$ cat config.mk
export PLATFORM = sky130hd
export DESIGN_NAME = decode_stage_flat
export DESIGN_NICKNAME = d
export VERILOG_FILES = /design/src/rtl/decode_pkg.sv /design/src/rtl/decode_stage_if.sv /design/src/rtl/decode_comb.sv /design/src/rtl/decode_stage.sv /design/src/flat_wrapper.sv
export SDC_FILE = /design/constraint.sdc
export NUM_CORES = 1
export LEC_CHECK = 0
export CORE_MARGIN = 5
export CORE_UTILIZATION = 54
export CTS_BUF_LIST = sky130_fd_sc_hd__clkbuf_2
export DETAILED_ROUTE_END_ITERATION = 8
export GPL_TIMING_DRIVEN = 0
export PLACE_DENSITY = 0.84
export SYNTH_ARGS = -nofsm -noshare
export SYNTH_HDL_FRONTEND = slang
export SYNTH_SLANG_ARGS = --single-unit
$ cat constraint.sdc
create_clock -name clk -period 1.9 [get_ports clk]
set_input_delay 0.475 -clock clk [delete_from_list [all_inputs] [get_ports clk]]
set_output_delay 0.475 -clock clk [all_outputs]
set_load 0.03 [all_outputs]
$ cat src/rtl/decode_pkg.sv
// Shared definitions for the RV32 decode stage.
//   - OP_*      : major opcode values (instr[6:0])
//   - fmt_e     : instruction format code reported on out_fmt
//   - decoded_t : decoded bundle without the XLEN-wide pc/imm fields
package decode_pkg;

  localparam logic [6:0] OP_LOAD   = 7'b0000011;
  localparam logic [6:0] OP_IMM    = 7'b0010011;
  localparam logic [6:0] OP_AUIPC  = 7'b0010111;
  localparam logic [6:0] OP_LUI    = 7'b0110111;
  localparam logic [6:0] OP_STORE  = 7'b0100011;
  localparam logic [6:0] OP_BRANCH = 7'b1100011;
  localparam logic [6:0] OP_JAL    = 7'b1101111;
  localparam logic [6:0] OP_JALR   = 7'b1100111;
  localparam logic [6:0] OP_OP     = 7'b0110011;
  localparam logic [6:0] OP_FP     = 7'b1010011;
  localparam logic [6:0] OP_FLOAD  = 7'b0000111;
  localparam logic [6:0] OP_FSTORE = 7'b0100111;

  typedef enum logic [2:0] {
    FMT_R   = 3'd0,
    FMT_I   = 3'd1,
    FMT_S   = 3'd2,
    FMT_B   = 3'd3,
    FMT_U   = 3'd4,
    FMT_J   = 3'd5,
    FMT_ILL = 3'd7
  } fmt_e;

  // The immediate lives outside the struct because its width follows XLEN.
  typedef struct packed {
    logic [6:0] op;
    logic [2:0] funct3;
    logic [6:0] funct7;
    logic [4:0] rs1;
    logic [4:0] rs2;
    logic [4:0] rd;
    logic       rs1_en;
    logic       rs2_en;
    logic       rd_en;
    fmt_e       fmt;
    logic       illegal;
  } decoded_t;

endpackage

$ cat src/rtl/decode_stage_if.sv
// Fetch-side and consumer-side handshake bundle of the decode stage.
//   master : upstream/consumer view (drives in_*, out_ready; observes the rest)
//   slave  : decode stage view
//   in_valid/in_ready/in_instr/in_pc : instruction offered by fetch
//   out_valid/out_ready/out_*        : decoded bundle to register-read/execute
interface decode_stage_if #(
  parameter int unsigned XLEN = 32
) ();

  logic            in_valid;
  logic            in_ready;
  logic [31:0]     in_instr;
  logic [XLEN-1:0] in_pc;

  logic            out_valid;
  logic            out_ready;
  logic [XLEN-1:0] out_pc;
  logic [6:0]      out_op;
  logic [2:0]      out_funct3;
  logic [6:0]      out_funct7;
  logic [4:0]      out_rs1;
  logic [4:0]      out_rs2;
  logic [4:0]      out_rd;
  logic            out_rs1_en;
  logic            out_rs2_en;
  logic            out_rd_en;
  logic [XLEN-1:0] out_imm;
  logic [2:0]      out_fmt;
  logic            out_illegal;

  modport master (
    output in_valid, in_instr, in_pc, out_ready,
    input  in_ready, out_valid, out_pc, out_op, out_funct3, out_funct7,
           out_rs1, out_rs2, out_rd, out_rs1_en, out_rs2_en, out_rd_en,
           out_imm, out_fmt, out_illegal
  );

  modport slave (
    input  in_valid, in_instr, in_pc, out_ready,
    output in_ready, out_valid, out_pc, out_op, out_funct3, out_funct7,
           out_rs1, out_rs2, out_rd, out_rs1_en, out_rs2_en, out_rd_en,
           out_imm, out_fmt, out_illegal
  );

endinterface

$ cat src/rtl/decode_comb.sv
// Purely combinational RV32 instruction decoder.
//   instr_i : raw 32-bit instruction word
//   dec_o   : decoded fields, format, enables, illegal flag
//   imm_o   : immediate sign-extended to XLEN (0 for R and illegal)
module decode_comb
  import decode_pkg::*;
#(
  parameter int unsigned XLEN  = 32,
  parameter bit          EN_FP = 1'b1
) (
  input  logic [31:0]     instr_i,
  output decoded_t        dec_o,
  output logic [XLEN-1:0] imm_o
);

  fmt_e        fmt;
  logic [31:0] imm32;

  always_comb begin
    fmt = FMT_ILL;
    if (instr_i[1:0] == 2'b11) begin
      case (instr_i[6:0])
        OP_OP:                   fmt = FMT_R;
        OP_FP:                   fmt = EN_FP ? FMT_R : FMT_ILL;
        OP_LOAD, OP_IMM, OP_JALR: fmt = FMT_I;
        OP_FLOAD:                fmt = EN_FP ? FMT_I : FMT_ILL;
        OP_STORE:                fmt = FMT_S;
        OP_FSTORE:               fmt = EN_FP ? FMT_S : FMT_ILL;
        OP_BRANCH:               fmt = FMT_B;
        OP_LUI, OP_AUIPC:        fmt = FMT_U;
        OP_JAL:                  fmt = FMT_J;
        default:                 fmt = FMT_ILL;
      endcase
    end
  end

  always_comb begin
    dec_o         = '0;
    imm32         = '0;
    dec_o.op      = instr_i[6:0];
    dec_o.fmt     = fmt;
    dec_o.illegal = (fmt == FMT_ILL);
    case (fmt)
      FMT_R: begin
        dec_o.funct3 = instr_i[14:12];
        dec_o.funct7 = instr_i[31:25];
        dec_o.rs1    = instr_i[19:15];
        dec_o.rs2    = instr_i[24:20];
        dec_o.rs1_en = 1'b1;
        dec_o.rs2_en = 1'b1;
      end
      FMT_I: begin
        dec_o.funct3 = instr_i[14:12];
        dec_o.rs1    = instr_i[19:15];
        dec_o.rs1_en = 1'b1;
        imm32        = {{20{instr_i[31]}}, instr_i[31:20]};
      end
      FMT_S: begin
        dec_o.funct3 = instr_i[14:12];
        dec_o.rs1    = instr_i[19:15];
        dec_o.rs2    = instr_i[24:20];
        dec_o.rs1_en = 1'b1;
        dec_o.rs2_en = 1'b1;
        imm32        = {{20{instr_i[31]}}, instr_i[31:25], instr_i[11:7]};
      end
      FMT_B: begin
        dec_o.funct3 = instr_i[14:12];
        dec_o.rs1    = instr_i[19:15];
        dec_o.rs2    = instr_i[24:20];
        dec_o.rs1_en = 1'b1;
        dec_o.rs2_en = 1'b1;
        imm32        = {{19{instr_i[31]}}, instr_i[31], instr_i[7],
                        instr_i[30:25], instr_i[11:8], 1'b0};
      end
      FMT_U: imm32 = {instr_i[31:12], 12'b0};
      FMT_J: imm32 = {{11{instr_i[31]}}, instr_i[31], instr_i[19:12],
                      instr_i[20], instr_i[30:21], 1'b0};
      default: ;
    endcase
    if (fmt inside {FMT_R, FMT_I, FMT_U, FMT_J}) begin
      dec_o.rd    = instr_i[11:7];
      dec_o.rd_en = |instr_i[11:7];
    end
  end

  // Every RV32 immediate is already sign-extended to 32 bits; widen by sign.
  assign imm_o = XLEN'($signed(imm32));

endmodule

$ cat src/rtl/decode_stage.sv
// Registered RV32 decode stage with one-entry skid buffer and flush.
//   clk   : rising-edge clock
//   rst_n : asynchronous active-low reset
//   flush : synchronous discard of held and incoming instructions
//   bus   : fetch input handshake and decoded-bundle output handshake
module decode_stage
  import decode_pkg::*;
#(
  parameter int unsigned XLEN  = 32,
  parameter bit          EN_FP = 1'b1
) (
  input logic           clk,
  input logic           rst_n,
  input logic           flush,
  decode_stage_if.slave bus
);

  decoded_t        dec;
  logic [XLEN-1:0] dec_imm;

  decode_comb #(
    .XLEN  (XLEN),
    .EN_FP (EN_FP)
  ) u_comb (
    .instr_i (bus.in_instr),
    .dec_o   (dec),
    .imm_o   (dec_imm)
  );

  decoded_t        out_q,       out_d;
  logic [XLEN-1:0] out_imm_q,   out_imm_d;
  logic [XLEN-1:0] out_pc_q,    out_pc_d;
  logic            out_valid_q, out_valid_d;
  decoded_t        skid_q,      skid_d;
  logic [XLEN-1:0] skid_imm_q,  skid_imm_d;
  logic [XLEN-1:0] skid_pc_q,   skid_pc_d;
  logic            skid_valid_q, skid_valid_d;

  logic in_fire;

  // in_ready is a pure function of the skid flop, so it is glitch-free.
  assign bus.in_ready = !skid_valid_q;
  assign in_fire      = bus.in_valid && !skid_valid_q && !flush;

  always_comb begin
    out_d        = out_q;
    out_imm_d    = out_imm_q;
    out_pc_d     = out_pc_q;
    out_valid_d  = out_valid_q;
    skid_d       = skid_q;
    skid_imm_d   = skid_imm_q;
    skid_pc_d    = skid_pc_q;
    skid_valid_d = skid_valid_q;
    if (flush) begin
      out_valid_d  = 1'b0;
      skid_valid_d = 1'b0;
    end else if (!out_valid_q || bus.out_ready) begin
      // Skid entry is older than anything on the input, so it drains first.
      if (skid_valid_q) begin
        out_d        = skid_q;
        out_imm_d    = skid_imm_q;
        out_pc_d     = skid_pc_q;
        out_valid_d  = 1'b1;
        skid_valid_d = 1'b0;
      end else if (in_fire) begin
        out_d       = dec;
        out_imm_d   = dec_imm;
        out_pc_d    = bus.in_pc;
        out_valid_d = 1'b1;
      end else begin
        out_valid_d = 1'b0;
      end
    end else if (in_fire) begin
      skid_d       = dec;
      skid_imm_d   = dec_imm;
      skid_pc_d    = bus.in_pc;
      skid_valid_d = 1'b1;
    end
  end

  always_ff @(posedge clk or negedge rst_n) begin
    if (!rst_n) begin
      out_q        <= '0;
      out_imm_q    <= '0;
      out_pc_q     <= '0;
      out_valid_q  <= 1'b0;
      skid_q       <= '0;
      skid_imm_q   <= '0;
      skid_pc_q    <= '0;
      skid_valid_q <= 1'b0;
    end else begin
      out_q        <= out_d;
      out_imm_q    <= out_imm_d;
      out_pc_q     <= out_pc_d;
      out_valid_q  <= out_valid_d;
      skid_q       <= skid_d;
      skid_imm_q   <= skid_imm_d;
      skid_pc_q    <= skid_pc_d;
      skid_valid_q <= skid_valid_d;
    end
  end

  assign bus.out_valid   = out_valid_q;
  assign bus.out_pc      = out_pc_q;
  assign bus.out_imm     = out_imm_q;
  assign bus.out_op      = out_q.op;
  assign bus.out_funct3  = out_q.funct3;
  assign bus.out_funct7  = out_q.funct7;
  assign bus.out_rs1     = out_q.rs1;
  assign bus.out_rs2     = out_q.rs2;
  assign bus.out_rd      = out_q.rd;
  assign bus.out_rs1_en  = out_q.rs1_en;
  assign bus.out_rs2_en  = out_q.rs2_en;
  assign bus.out_rd_en   = out_q.rd_en;
  assign bus.out_fmt     = out_q.fmt;
  assign bus.out_illegal = out_q.illegal;

endmodule

$ cat src/flat_wrapper.sv
// flat-port wrapper written by rule: the top's interface ports become plain ports
module decode_stage_flat import decode_pkg::*;
#(
  parameter int unsigned XLEN  = 32,
  parameter bit          EN_FP = 1'b1
)
  (clk, rst_n, flush, bus_in_valid, bus_in_instr, bus_in_pc, bus_out_ready, bus_in_ready, bus_out_valid, bus_out_pc, bus_out_op, bus_out_funct3, bus_out_funct7, bus_out_rs1, bus_out_rs2, bus_out_rd, bus_out_rs1_en, bus_out_rs2_en, bus_out_rd_en, bus_out_imm, bus_out_fmt, bus_out_illegal);
  decode_stage_if #(.XLEN(XLEN)) bus_i ();
  input logic clk;
  input logic rst_n;
  input logic flush;
  input wire logic [$bits(bus_i.in_valid)-1:0] bus_in_valid;
  input wire logic [$bits(bus_i.in_instr)-1:0] bus_in_instr;
  input wire logic [$bits(bus_i.in_pc)-1:0] bus_in_pc;
  input wire logic [$bits(bus_i.out_ready)-1:0] bus_out_ready;
  output wire logic [$bits(bus_i.in_ready)-1:0] bus_in_ready;
  output wire logic [$bits(bus_i.out_valid)-1:0] bus_out_valid;
  output wire logic [$bits(bus_i.out_pc)-1:0] bus_out_pc;
  output wire logic [$bits(bus_i.out_op)-1:0] bus_out_op;
  output wire logic [$bits(bus_i.out_funct3)-1:0] bus_out_funct3;
  output wire logic [$bits(bus_i.out_funct7)-1:0] bus_out_funct7;
  output wire logic [$bits(bus_i.out_rs1)-1:0] bus_out_rs1;
  output wire logic [$bits(bus_i.out_rs2)-1:0] bus_out_rs2;
  output wire logic [$bits(bus_i.out_rd)-1:0] bus_out_rd;
  output wire logic [$bits(bus_i.out_rs1_en)-1:0] bus_out_rs1_en;
  output wire logic [$bits(bus_i.out_rs2_en)-1:0] bus_out_rs2_en;
  output wire logic [$bits(bus_i.out_rd_en)-1:0] bus_out_rd_en;
  output wire logic [$bits(bus_i.out_imm)-1:0] bus_out_imm;
  output wire logic [$bits(bus_i.out_fmt)-1:0] bus_out_fmt;
  output wire logic [$bits(bus_i.out_illegal)-1:0] bus_out_illegal;
  assign bus_i.in_valid = bus_in_valid;
  assign bus_i.in_instr = bus_in_instr;
  assign bus_i.in_pc = bus_in_pc;
  assign bus_i.out_ready = bus_out_ready;
  assign bus_in_ready = bus_i.in_ready;
  assign bus_out_valid = bus_i.out_valid;
  assign bus_out_pc = bus_i.out_pc;
  assign bus_out_op = bus_i.out_op;
  assign bus_out_funct3 = bus_i.out_funct3;
  assign bus_out_funct7 = bus_i.out_funct7;
  assign bus_out_rs1 = bus_i.out_rs1;
  assign bus_out_rs2 = bus_i.out_rs2;
  assign bus_out_rd = bus_i.out_rd;
  assign bus_out_rs1_en = bus_i.out_rs1_en;
  assign bus_out_rs2_en = bus_i.out_rs2_en;
  assign bus_out_rd_en = bus_i.out_rd_en;
  assign bus_out_imm = bus_i.out_imm;
  assign bus_out_fmt = bus_i.out_fmt;
  assign bus_out_illegal = bus_i.out_illegal;
  decode_stage #(.XLEN(XLEN), .EN_FP(EN_FP)) u_core (.clk(clk), .rst_n(rst_n), .flush(flush), .bus(bus_i));
endmodule
==> impl_metrics.json <==
{
  "outcome": "finished with violations",
  "violations": "setup timing",
  "crit_top_cell": "buf_6",
  "crit_family": "buffers and inverters",
  "synth-seq-cells": 208,
  "synthAdderAreaFrac_pct": 0.110,
  "synth_top_flop_cell": "dfrtp_1",
  "synthCells": 918,
  "grt_overflow": 0,
  "r2r_start": "u_core.skid_valid_q$_DFFE_PN0P_",
  "cts_inserted_buffers": 52,
  "cts_tree": "yes",
  "max-cap-violations": 0,
  "path_cells": "buf_6, clkinvlp_4, buf_6",
  "critPathBufInv": 3,
  "holdPathEnd": "u_core.skid_pc_q[26]$_DFFE_PN0P_",
  "max_slew.worst_pin.slew_ns": 0.761,
  "post_drt_wl_per_cell_um": 18.9,
  "synth_area_um2": 9130,
  "final_cell_mix": "209 x nand2_1, 208 x dfrtp_1, 87 x clkbuf_2, 80 x buf_6, 77 x nor2_1",
  "yosysSeqAreaShare_pct": 57.0,
  "synth-edff-count": 0,
  "p_per_area_nw_per_um2": 933,
  "clkPwrFrac_pct": 26.5,
  "seq_power_share_pct": 48.9,
  "pwr-share-comb_pct": 24.6,
  "wl_um": 27300,
  "pin_count": 174,
  "avgSynthCellArea_um2": 9.95,
  "grt_pass1_wl_um": 43000,
  "ant_nets": 0,
  "critPathCaptureType": "output port",
  "hold_viol": 0,
  "grt_setup_unrepaired": "yes",
  "syn-num-nets": 987,
  "fill_cells": 1233,
  "min_path_cells": 3,
  "fmax_mhz": 484,
  "slew_viol_final": 0,
  "vdd_drop_max_v": 0.000611,
  "r2r_slack_ns": -0.07,
  "place_hpwl_um": 18900,
  "fin_util_pct": 72.4,
  "antenna_found_initial": 0,
  "cp.arrival_ns": 1.59,
  "die_h_um": 140,
  "async_flop_share_pct": 100,
  "crit_type": "flop to output port",
  "setup-tns-final_ns": -0.770,
  "r2r_cells": 8,
  "switching_power_w": 0.00377,
  "numPortBuffers": 173,
  "min_from": "bus_in_pc[26]",
  "max-clock-path-buffers": 3,
  "cpPeakStageDelay_ns": 0.36,
  "critical_path_peak_fanout": 5,
  "drcViolationCount": 0,
  "period_minus_slack_ns": 2.07,
  "instances_no_fill": 1439,
  "dp.cells": 1312,
  "synth_top_family_by_area": "simple AND/OR/NAND/NOR gates",
  "synth-simple-area-share_pct": 18.4,
  "rows": 47,
  "routed_via_density": 5.82,
  "gp_congestion": 0.919,
  "insertion_delay_ns": 0.81,
  "area_growth_pct": 31.5,
  "setup_viol": 30,
  "synth-compound-area-share_pct": 15.8,
  "drive_above_1_share_pct": 25.8,
  "fin_skew_ns": 0.0525,
  "htree_levels": 2,
  "fp.dieW_um": 140,
  "stdcell_area_um2": 12000,
  "grt_pass1_vias": 8296,
  "final_common_cell": "nand2_1",
  "clk_pin_slew_worst_paths_ns": 0.10,
  "cp.required_ns": 1.42,
  "worstHoldPathType": "input pin to flop",
  "die_area_um2": 19600,
  "grt_usage_pct": 27.1,
  "synth_xor_area_share_pct": 0.0959,
  "num_antenna_cells": 0,
  "crit_slowest_cell": "dfrtp_1",
  "synth_cell_types": 59,
  "clkSinkCount": 208,
  "fin_crit_sh_pct": 109,
  "cts_root_buffer": "clkbuf_2",
  "start_util_pct": 55.1,
  "core-area_um2": 16600,
  "startpoint_type": "flop",
  "power.internal_w": 0.00744,
  "vias": 8372,
  "p_leak_nw": 5.63,
  "drt_iter0_drc": 640,
  "max_slew_margin_pct": 49.3,
  "dr.pass1.iters": 8,
  "ys.warnings.count": 0,
  "p_sw_share_pct": 33.6,
  "synth_mux_area_share_pct": 4.38,
  "place_area_um2": 11200,
  "reg2reg_to": "u_core.bus.out_op[5]$_DFFE_PN0P_",
  "grt_start_max_net_pins": 119,
  "nNetsFinal": 1255,
  "finalPower_w": 0.0112,
  "layout_setup_ws_ns": -0.165
}
[tightest hold or removal path: cells and delay by family]
kind	cells	cell delay, ns
buf+inv	1	0.41
simple gates	2	0.10
[layout make-up]
cell class | count | area [µm²] | share of cell area (%)
multi-input combinational | 637 | 3620 | 30.2
buffer | 66 | 382 | 3.18
sequential | 208 | 5200 | 43.3
timing repair buffer | 215 | 2050 | 17.1
inverter | 6 | 26.3 | 0.219
tap | 220 | 275 | 2.29
clock inverter | 8 | 56.3 | 0.469
clock buffer | 79 | 395 | 3.29
[synthesized netlist by cell type (10+ instances only)]
master / count / area (µm²)
clkbuf_1: 21 / 78.8
dfrtp_1: 208 / 5200
o21ai_0: 61 / 305
nor2_1: 80 / 300
a21oi_1: 45 / 225
o211ai_1: 13 / 97.6
and3_1: 10 / 62.6
a211oi_2: 10 / 125
buf_2: 33 / 165
mux2i_1: 40 / 400
a211oi_1: 10 / 75.1
nand3_1: 26 / 130
nand2_1: 209 / 785
nor3_1: 25 / 125
a22o_1: 25 / 219
[repair_timing]
| item | CTS | global route |
|---|---|---|
| pin swaps | 1 | 0 |
| hold endpoints to repair | 90 | 0 |
| hold buffers | 1 | 0 |
| setup endpoints to repair | 302 | 279 |
| setup buffers | 6 | 34 |
| gates resized for setup | 571 | 224 |
[state kept, by name, summed over array words and instances, names as in the netlist, 7 cells and up]
signal	count
u_core.bus.out_funct7	7
u_core.skid_q	39
u_core.bus.out_imm	32
u_core.bus.out_pc	32
u_core.skid_pc_q	32
u_core.bus.out_op	7
u_core.skid_imm_q	32
[power by group through the flow]
stage,Combinational [W],Clock [W],Sequential (W)
CTS,0.00239,0.00302,0.00542
detailed placement,0.00261,0,0.00552
global placement,0.00254,0,0.00549
finish,0.00275,0.00298,0.00548
global route,0.00297,0.00323,0.00555
floorplan,0.000815,0,0.00606
[kinds of logic after synthesis]
family / count (synthesis)
DFF: 208
and+or+nand+nor: 386
xor gates and xnor gates: 1
adders and majority gates: 1
buffers and inverters: 73
muxes: 40
AOI/OAI and AO/OA: 209
[worst max-delay path by stage]
stage                                startpoint                                  to  slack [ns]  depth (start not counted)
2_1_floorplan  u_core.bus.out_valid$_DFFE_PN0N_    u_core.bus.out_rd_en$_DFFE_PN0P_        0.10                          5
3_3_place_gp                              rst_n  u_core.bus.out_imm[25]$_DFFE_PN0P_       -8.17                          1
3_5_place_dp                              flush   u_core.skid_imm_q[13]$_DFFE_PN0P_       -0.69                          6
4_1_cts         u_core.skid_valid_q$_DFFE_PN0P_                        bus_in_ready       -0.19                          3
5_1_grt         u_core.skid_valid_q$_DFFE_PN0P_    u_core.bus.out_op[5]$_DFFE_PN0P_       -0.25                          8
6_report        u_core.skid_valid_q$_DFFE_PN0P_                        bus_in_ready       -0.17                          3
[metrics by stage]
step                      hold slack (ns)  setup slack (ns)
final                               0.220            -0.165
after CTS                           0.174            -0.186
after detailed placement            0.464            -0.692
after floorplan                     0.179             0.104
after global placement              0.457             -8.17
after global routing                0.173            -0.253
[per-layer routing]
metal	track usage (%)	wire, µm	up-vias
li1	-	-	3760
met1	35.9	10800	4081
met2	43.4	13100	463
met3	7.23	2560	68
met4	9.69	781	0
met5	0	0	-
Note: power is estimated with default switching activity, not from simulation.
